### src/rtl/node_info_ctrl_pkg.sv
// node_info_pkg
// Shared definitions for the node_info_ctrl slice: received packet-type
// codes and the controller FSM state type.
package node_info_pkg;

    localparam logic [2:0] PKT_HB   = 3'b000;  // heartbeat from sink side
    localparam logic [2:0] PKT_CHE  = 3'b001;  // cluster-head election
    localparam logic [2:0] PKT_INV  = 3'b010;  // invitation
    localparam logic [2:0] PKT_CHT  = 3'b100;  // cluster-head timeslot
    localparam logic [2:0] PKT_DATA = 3'b101;  // data, closes the HB window

    typedef enum logic {
        ST_IDLE = 1'b0,
        ST_DIV  = 1'b1
    } ni_state_e;

endpackage

### src/rtl/node_info_ctrl_q_divider.sv
// q_divider
// Restoring unsigned divider, one quotient bit per clock.
// A start pulse latches the operands; the quotient is produced on the
// WIDTH-th following edge, flagged by the done strobe for that cycle.
//
// Ports:
//   clk       system clock
//   nrst      asynchronous active-low reset (aborts a running divide)
//   start     one-cycle start strobe, operands sampled on that edge
//   dividend  numerator
//   divisor   denominator (caller guarantees non-zero)
//   done      high in the cycle whose closing edge finishes the divide
//   quotient  quotient, valid while done is high
module q_divider #(
    parameter int WIDTH = 16
) (
    input  logic             clk,
    input  logic             nrst,
    input  logic             start,
    input  logic [WIDTH-1:0] dividend,
    input  logic [WIDTH-1:0] divisor,
    output logic             done,
    output logic [WIDTH-1:0] quotient
);

    localparam int CW = $clog2(WIDTH + 1);

    logic [CW-1:0]    cnt;
    logic [WIDTH-1:0] rem;
    logic [WIDTH-1:0] quo;
    logic [WIDTH-1:0] dvs;

    logic [WIDTH:0]   shifted;
    logic             ge;
    logic [WIDTH-1:0] diff;
    logic [WIDTH-1:0] rem_nxt;
    logic [WIDTH-1:0] quo_nxt;

    // quo starts as the dividend and shifts out its MSB each step while the
    // new quotient bit shifts in at the bottom.
    always_comb begin
        shifted = {rem, quo[WIDTH-1]};
        ge      = (shifted >= {1'b0, dvs});
        // When ge holds the true difference is below dvs, so the low WIDTH
        // bits of the modular subtraction are exact.
        diff    = shifted[WIDTH-1:0] - dvs;
        rem_nxt = ge ? diff : shifted[WIDTH-1:0];
        quo_nxt = {quo[WIDTH-2:0], ge};
    end

    assign done     = (cnt == CW'(1));
    assign quotient = quo_nxt;

    always_ff @(posedge clk or negedge nrst) begin
        if (!nrst) begin
            cnt <= '0;
            rem <= '0;
            quo <= '0;
            dvs <= '0;
        end else if (start) begin
            cnt <= CW'(WIDTH);
            rem <= '0;
            quo <= dividend;
            dvs <= divisor;
        end else if (cnt != '0) begin
            cnt <= cnt - CW'(1);
            rem <= rem_nxt;
            quo <= quo_nxt;
        end
    end

endmodule

### src/rtl/node_info_ctrl.sv
// node_info_ctrl
// Per-node state controller for the EER-RL clustering datapath. Decodes
// received packets and keeps the hop distance to the sink, the initial
// Q-value (energy / hops via a sequential divider), cluster role, TDMA
// timeslot and a low-energy flag.
//
// Optional feature: define NODE_INFO_SHORTEST_PATH_EN to let a heartbeat
// with a strictly shorter hop count replace the locked one.
//
// Ports:
//   clk            system clock
//   nrst           asynchronous active-low reset
//   en_MNI         one-cycle packet strobe, ignored while busy
//   round_start    one-cycle new-round pulse
//   fPktType       packet type
//   energy         residual energy (2.14 fixed point at 16 bits)
//   destinationID  packet destination ID
//   hops           hop count carried in the packet
//   timeslot       assigned timeslot, low TS_WIDTH bits used
//   e_threshold    low-energy threshold
//   myNodeID       constant NODE_ID
//   hopsFromSink   recorded hop distance
//   myQValue       initial Q-value
//   q_valid        myQValue is current
//   busy           divider running
//   role           1 = cluster head
//   myTimeslot     member timeslot
//   ts_valid       myTimeslot assigned this round
//   low_E          energy below threshold
//
// State   | meaning
// --------+----------------------------------------------
// ST_IDLE | accepting packets
// ST_DIV  | computing energy / hops, packets dropped
module node_info_ctrl
    import node_info_pkg::*;
#(
    parameter int                    WORD_WIDTH = 16,
    parameter logic [WORD_WIDTH-1:0] NODE_ID    = 16'h000C,
    parameter int                    TS_WIDTH   = 8
) (
    input  logic                  clk,
    input  logic                  nrst,
    input  logic                  en_MNI,
    input  logic                  round_start,
    input  logic [2:0]            fPktType,
    input  logic [WORD_WIDTH-1:0] energy,
    input  logic [WORD_WIDTH-1:0] destinationID,
    input  logic [WORD_WIDTH-1:0] hops,
    input  logic [WORD_WIDTH-1:0] timeslot,
    input  logic [WORD_WIDTH-1:0] e_threshold,
    output logic [WORD_WIDTH-1:0] myNodeID,
    output logic [WORD_WIDTH-1:0] hopsFromSink,
    output logic [WORD_WIDTH-1:0] myQValue,
    output logic                  q_valid,
    output logic                  busy,
    output logic                  role,
    output logic [TS_WIDTH-1:0]   myTimeslot,
    output logic                  ts_valid,
    output logic                  low_E
);

    ni_state_e state;
    ni_state_e state_nxt;

    logic                  hb_lock;
    logic                  accept;
    logic                  for_me;
    logic                  hb_take;
    logic                  start_div;
    logic                  role_eff;
    logic                  div_done;
    logic [WORD_WIDTH-1:0] div_quotient;
    logic                  unused_ts;

    assign myNodeID  = NODE_ID;
    assign busy      = (state == ST_DIV);
    assign accept    = en_MNI && !busy;
    assign for_me    = (destinationID == NODE_ID);
    assign unused_ts = ^timeslot[WORD_WIDTH-1:TS_WIDTH];

    // round_start is applied before a coincident packet, so the packet sees
    // the role as already cleared.
    assign role_eff  = role && !round_start;

`ifdef NODE_INFO_SHORTEST_PATH_EN
    assign hb_take = !hb_lock || (hops < hopsFromSink);
`else
    assign hb_take = !hb_lock;
`endif

    always_comb begin
        state_nxt = state;
        start_div = 1'b0;
        case (state)
            ST_IDLE: begin
                if (accept && (fPktType == PKT_HB) && hb_take && (hops != '0)) begin
                    start_div = 1'b1;
                    state_nxt = ST_DIV;
                end
            end
            ST_DIV: begin
                if (div_done) begin
                    state_nxt = ST_IDLE;
                end
            end
            default: state_nxt = ST_IDLE;
        endcase
    end

    always_ff @(posedge clk or negedge nrst) begin
        if (!nrst) begin
            state <= ST_IDLE;
        end else begin
            state <= state_nxt;
        end
    end

    q_divider #(
        .WIDTH (WORD_WIDTH)
    ) u_q_divider (
        .clk      (clk),
        .nrst     (nrst),
        .start    (start_div),
        .dividend (energy),
        .divisor  (hops),
        .done     (div_done),
        .quotient (div_quotient)
    );

    always_ff @(posedge clk or negedge nrst) begin
        if (!nrst) begin
            hopsFromSink <= '1;
            myQValue     <= '0;
            q_valid      <= 1'b0;
            role         <= 1'b0;
            myTimeslot   <= '0;
            ts_valid     <= 1'b0;
            low_E        <= 1'b0;
            hb_lock      <= 1'b0;
        end else begin
            if (busy && div_done) begin
                myQValue <= div_quotient;
                q_valid  <= 1'b1;
            end

            if (round_start) begin
                role       <= 1'b0;
                ts_valid   <= 1'b0;
                myTimeslot <= '0;
            end

            if (accept) begin
                low_E <= (energy < e_threshold);
                case (fPktType)
                    PKT_HB: begin
                        if (hb_take) begin
                            hopsFromSink <= hops;
                            hb_lock      <= 1'b1;
                            if (hops == '0) begin
                                myQValue <= energy;
                                q_valid  <= 1'b1;
                            end else begin
                                q_valid  <= 1'b0;
                            end
                        end
                    end
                    PKT_CHE: begin
                        if (for_me) begin
                            role <= 1'b1;
                        end
                    end
                    PKT_CHT: begin
                        if (!role_eff && for_me) begin
                            myTimeslot <= timeslot[TS_WIDTH-1:0];
                            ts_valid   <= 1'b1;
                        end
                    end
                    PKT_DATA: begin
                        hb_lock <= 1'b0;
                    end
                    default: ;
                endcase
            end
        end
    end

endmodule

### config.mk
export PLATFORM = sky130hd
export DESIGN_NAME = node_info_ctrl
export DESIGN_NICKNAME = d
export VERILOG_FILES = /design/src/rtl/node_info_ctrl_pkg.sv /design/src/rtl/node_info_ctrl_q_divider.sv /design/src/rtl/node_info_ctrl.sv
export SDC_FILE = /design/constraint.sdc
export NUM_CORES = 1
export LEC_CHECK = 0
export CORE_UTILIZATION = 54
export DETAILED_ROUTE_END_ITERATION = 16
export MAX_ROUTING_LAYER = met4
export PLACE_DENSITY = 0.94
export SLEW_MARGIN = 10
export SYNTH_ARGS = -nofsm -noshare
export SYNTH_HDL_FRONTEND = slang
export SYNTH_HIERARCHICAL = 1
export SYNTH_SLANG_ARGS = --single-unit
### constraint.sdc
create_clock -name clk -period 4.5 [get_ports clk]
set_input_delay 0.9 -clock clk [delete_from_list [all_inputs] [get_ports clk]]
set_output_delay 0.9 -clock clk [all_outputs]
set_load 0.01 [all_outputs]
* Word-level counts from Yosys, hierarchy flattened
Cells that the tools add are included.
W data, S select, Z words.
** Cells by class
- Eq/ne operators :: 5
- Multiply operators :: 0
- Div/mod/pow operators :: 0
- Mux-type cells :: 34
- Add/subtract/negate cells :: 2
- Order comparisons :: 2
- Shift operators :: 0
- Bitwise logic cells :: 2
- Reductions and logical operators :: 19
** Operator list (number)
- $mux W16 :: 10
- $mux W8 :: 4
- $ge A17 B16 Y1 :: 1
- $eq A16 B4 Y1 const B :: 1
- $logic_not A16 Y1 :: 1
- $lt A16 B16 Y1 :: 1
- $mux W1 :: 16
- $reduce_bool A16 Y1 :: 1
- $sub A16 B16 Y16 :: 1
- $mux W5 :: 2
- $logic_and A1 B1 Y1 :: 7
- $eq A3 B3 Y1 const B :: 2
- $eq A5 B1 Y1 const B :: 1
- $reduce_bool A5 Y1 :: 1
- $sub A5 B1 Y5 const B :: 1
- $logic_not A1 Y1 :: 4
- $pmux W1 S2 :: 2
- $reduce_bool A2 Y1 :: 2
- $eq A3 B1 Y1 const B :: 1
- $logic_not A3 Y1 :: 1
- $reduce_and A3 Y1 :: 1
- $not A1 Y1 :: 2
- $reduce_and A2 Y1 :: 1
** Storage, ports and cells
- Bits in latches :: 0
- ROM bits :: 0
- Memories kept :: 0
- Output and inout port bits :: 61
- Input port bits :: 87
- Bits in registers :: 99
- Memory bits (writable) :: 0

* Longest topological paths before layout
- Depth after elaboration :: 8
- Gate-level depth with buffers :: 11
- Gate-level depth less buffers :: 9

* Hierarchy
The synthesis kept the hierarchy.
** Modules (own cells, without submodules)
- q_divider :: area an instance 3424.5 sq um, cells an instance 373, times used 1
- node_info_ctrl :: area an instance 2572.5 sq um, cells an instance 238, times used 1

* Least setup slack after synthesis
Ideal clock, no wire load.
- Path kind :: input port to flip-flop
- From :: in fPktType[1]
- To :: reg u_q_divider.quo[11]
- Data required time :: 4.363 ns
- Setup slack :: 2.006 ns
- Data arrival time :: 2.357 ns
- Setup time :: 0.137 ns
- Path buffers :: 2
- Cell stages on the path :: 6
- Cells stage by stage :: nor4b_4 > nand2_2 > nor2b_1 > clkbuf_1 > buf_1 > o21ai_0
** Between the ends
- Longest elaborated chain between the ends :: 7
- Elaborated cells between the ends (all ways) :: 8
- Those cells by class :: mux (3); reduce/logical (5)
** Ends and longest elaborated chain
- start, declared :: line node_info_ctrl.sv:46 : input logic [2:0] fPktType,
- $logic_not A3 Y1 * :: line node_info_ctrl.sv:97 : if (accept && (fPktType == PKT_HB) && hb_take && (hops != '0)) begin
- $logic_and A1 B1 Y1 * (3 in a row) :: line node_info_ctrl.sv:97
- $mux W1 * :: line node_info_ctrl.sv:97
- $mux W1 * :: line node_info_ctrl.sv:95 : case (state)
- net start_div :: line node_info_ctrl.sv:70 : logic start_div;
- $mux W16 / $reduce_bool A2 Y1 (equally long branches)
- end signal, assigned :: line node_info_ctrl_q_divider.sv:63 : quo <= dividend;
- end signal, assigned :: line node_info_ctrl_q_divider.sv:68 : quo <= quo_nxt;
- end, declared :: line node_info_ctrl_q_divider.sv:30 : logic [WIDTH-1:0] quo;
Mark *: on every way through the listed nets, which the timed path passes. The rest lies on a longest branch.
A chain may end at the register's enable or synchronous reset.

* Final worst setup path
- From :: in fPktType[1]
- To :: reg u_q_divider.dvs[9]
** Between the ends
- Longest elaborated chain between the ends :: 6
** Ends and longest elaborated chain
- $logic_not A3 Y1 :: line node_info_ctrl.sv:97
- $logic_and A1 B1 Y1 (3 in a row) :: line node_info_ctrl.sv:97
- $mux W1 :: line node_info_ctrl.sv:97
- $mux W1 :: line node_info_ctrl.sv:95
- net start_div :: line node_info_ctrl.sv:70
- end signal, assigned :: line node_info_ctrl_q_divider.sv:64 : dvs <= divisor;
- end, declared :: line node_info_ctrl_q_divider.sv:31 : logic [WIDTH-1:0] dvs;
The timed path passes the listed nets, and every way through them passes these cells.

==> impl_metrics.tcl <==
set metrics [dict create \
    outcome "complete, no violations" \
    coreArea_um2 10800 \
    antenna_cells 0 \
    setup_viol 0 \
    cts_setup_buffers 0 \
    synth_cells 611 \
    cts_root_buffer "clkbuf_8" \
    cap_violations 0 \
    area_growth_pct 22.2 \
    cts_resized 0 \
    holdPathStages 1 \
    fmax_mhz 323 \
    finalCritPeriodShare_pct 68.8 \
    gp_congestion 0.954 \
    final_layout_size_suffix_gt1_share_pct 10.8 \
    synth_top_area_share_pct 34.6 \
    finalSetupTns_ns 0 \
    synth_async_sr_flop_share_pct 100 \
    grt_start_max_net_pins 79 \
    rsz0062_at_grt "false" \
    dp_hpwl_um 10600 \
    dpl_worst_slack_ns 1.01 \
    grt_pass1_vias 5007 \
    drt-pass1-iter-count 7 \
    worst_slew_pin_slew_ns 1.07 \
    die_height_um 107 \
    setup_ws_ns 1.40 \
    port_buffers 123 \
    reg2reg_from "u_q_divider/rem[7]" \
    hold_ws_ns 0.530 \
    min_path_type "reg -> reg" \
    ys_seq_area_share_pct 41.6 \
    htree_levels 3 \
    skew_ns 0.0133 \
    whs_endpoint "u_q_divider/dvs[0]" \
    wl_per_cell_um 17.4 \
    start_util_pct 55.3 \
    ff2ff_setup_slack_ns 1.57 \
    path_max_fanout 35 \
    globalRouteOverflowTotal 0 \
    synth_area_per_cell_um2 9.82 \
    p_leak_nw 3.42 \
    crit_required_ns 4.79 \
    avgViaCountPerCell 5.83 \
    synth_area_leaders "dfrtp_1 35%, ha_1 7.1%, dfstp_2 7.0%" \
    io_pins 148 \
    vias 4964 \
    critical_path.startpoint_type "input pin" \
    crit_path_end_kind "register" \
    yosysTopAreaCell "dfrtp_1" \
    drt_iter0_drc 311 \
    cts_buffer_depth 2 \
    cts_tree "done" \
    arrival_ns 3.39 \
    yosysUniqueCellTypes 66 \
    p_per_area_nw_per_um2 625 \
    synth-seq-cells 99 \
    slew_viol_final 0 \
    dp.cells 836 \
    final_antenna_net_count 0 \
    grt_util_all_layers_pct 27.2 \
    nNetsFinal 829 \
    synth-edff-count 0 \
    path_class "in -> reg" \
    reg2reg_to "u_q_divider/rem[11]" \
    period_minus_slack_ns 3.10 \
    die_area_um2 11500 \
    rows 38 \
    vdd_drop_max_mv 0.422 \
    dieWidth_um 107 \
    r2r_cells 7 \
    hold_path.startpoint "u_q_divider/dvs[0]" \
    syn_area_um2 6000 \
    final_cells 852 \
    dominantRegCellSynth "dfrtp_1" \
    clk_pin_slew_ns 0.09 \
    drcViolationCount 0 \
    maxSlewHeadroom_pct 28.2 \
    cts_buffers 9 \
    yosysWarnings 6 \
    clock_sinks 99 \
    wl_um 14800 \
    clk_latency_ns 0.38 \
    cts_hold_buf 0 \
    finalHoldViolCount 0 \
    grt_pass1_wl_um 23700 \
    grt_antenna_before_repair 0 \
]
-- worst max-delay path by stage --
stage               slack, ns        start                  end
global placement         1.13  fPktType[1]   u_q_divider/rem[7]
finish                   1.40  fPktType[1]   u_q_divider/dvs[9]
detailed placement       1.01  fPktType[1]  u_q_divider/quo[10]
global route             1.24  fPktType[1]   u_q_divider/dvs[9]
floorplan                2.01  fPktType[1]  u_q_divider/quo[11]
CTS                      1.44  fPktType[1]   u_q_divider/dvs[9]
-- critical path, stage by stage --
cell,delay (ns)
clkdlybuf4s50_1,0.48
nor4b_4,0.33
nand2_2,0.39
nor2b_4,0.74
buf_4,0.35
nand2_1,0.08
o21ai_0,0.09
-- per-layer routing --
metal	part of all wire, %	vias up	wire, µm	global-route usage, %
met3	6.9	53	1020	5.02
met4	3.4	0	506	13.2
met5	0	-	0	-
met2	50	228	7360	45.3
li1	-	2308	-	-
met1	40	2375	5910	31.9
-- layout make-up --
class / count / area (µm²)
well taps: 140 / 175
repair buffers: 127 / 1260
multi-input cells: 429 / 3050
fillers: 797 / 3510
clock inverters: 4 / 48.8
inverters: 41 / 154
flip-flops and latches: 99 / 2500
clock buffers: 12 / 145
-- logic make-up (layout without fill, tap and decap cells) --
group	after synthesis	after routing	share of synthesized area [%]
compound gates	142	142	15.4
fa+ha+maj	35	35	7.43
buf+inv	97	184	8.53
simple gates	167	167	14.5
other cells	2	16	0.125
flops	99	99	41.6
mux	62	62	11.4
xor+xnor	7	7	1.02
-- flip-flops by register name (all words and copies together) (netlist names) --
name and count:
busy 1, hb_lock 1, hopsFromSink 16, low_E 1
myQValue 16, myTimeslot 8, q_valid 1, role 1
ts_valid 1, u_q_divider/cnt 5, u_q_divider/dvs 16, u_q_divider/quo 16
u_q_divider/rem 16
-- where the power goes --
| part | switching (mW) | internal, mW |
|---|---|---|
| sequential | 0.245 | 1.29 |
| clock | 0.309 | 0.273 |
| combinational | 1.30 | 1.16 |
-- through the flow --
step | util, % | total power [mW] | area, µm²
detailed placement | 65.8 | 3.93 | 7140
finish | 67.6 | 4.58 | 7330
CTS | 67.6 | 4.56 | 7330
global placement | 65.8 | 3.79 | 7140
floorplan | - | 3.30 | 6050
global route | 67.6 | 4.91 | 7330
-- layout by cell type, fill, tap and decap left out, types with 6 or more instances in the layout --
master	Yosys	final
inv_1	41	41
nand4_1	7	7
clkbuf_8	0	10
mux2_4	8	8
conb_1	2	16
mux2i_1	37	37
ha_1	34	34
a21o_1	8	8
nand2_1	46	45
nor4_1	11	11
nand2b_1	6	6
nor2b_1	12	11
dfstp_2	16	16
a21oi_1	31	31
clkdlybuf4s50_1	0	122
mux2_2	17	17
nor3_1	13	13
a211oi_1	10	10
dfrtp_1	83	83
o21ai_0	49	49
o21a_1	10	10
nor2_1	40	40
-- cell usage after synthesis (3+ instances only) --
cell	instances
nand3b_1	4
inv_1	41
a211o_1	3
mux2_2	17
dfstp_2	16
xor2_1	4
a211oi_1	10
and3_1	5
nor2_1	40
nor4_1	11
ha_1	34
buf_2	4
dfrtp_1	83
o21bai_1	3
buf_4	32
clkbuf_1	12
nand2b_1	6
o21ai_0	49
nand3_1	3
mux2_4	8
a21oi_1	31
o21a_1	10
nor2b_1	12
a21o_1	8
nor3_1	13
a31oi_1	3
mux2i_1	37
xnor2_1	3
or2_2	3
nand2_1	46
buf_6	3
nand4_1	7
buf_1	5
Note: power is estimated with default switching activity, not from simulation.
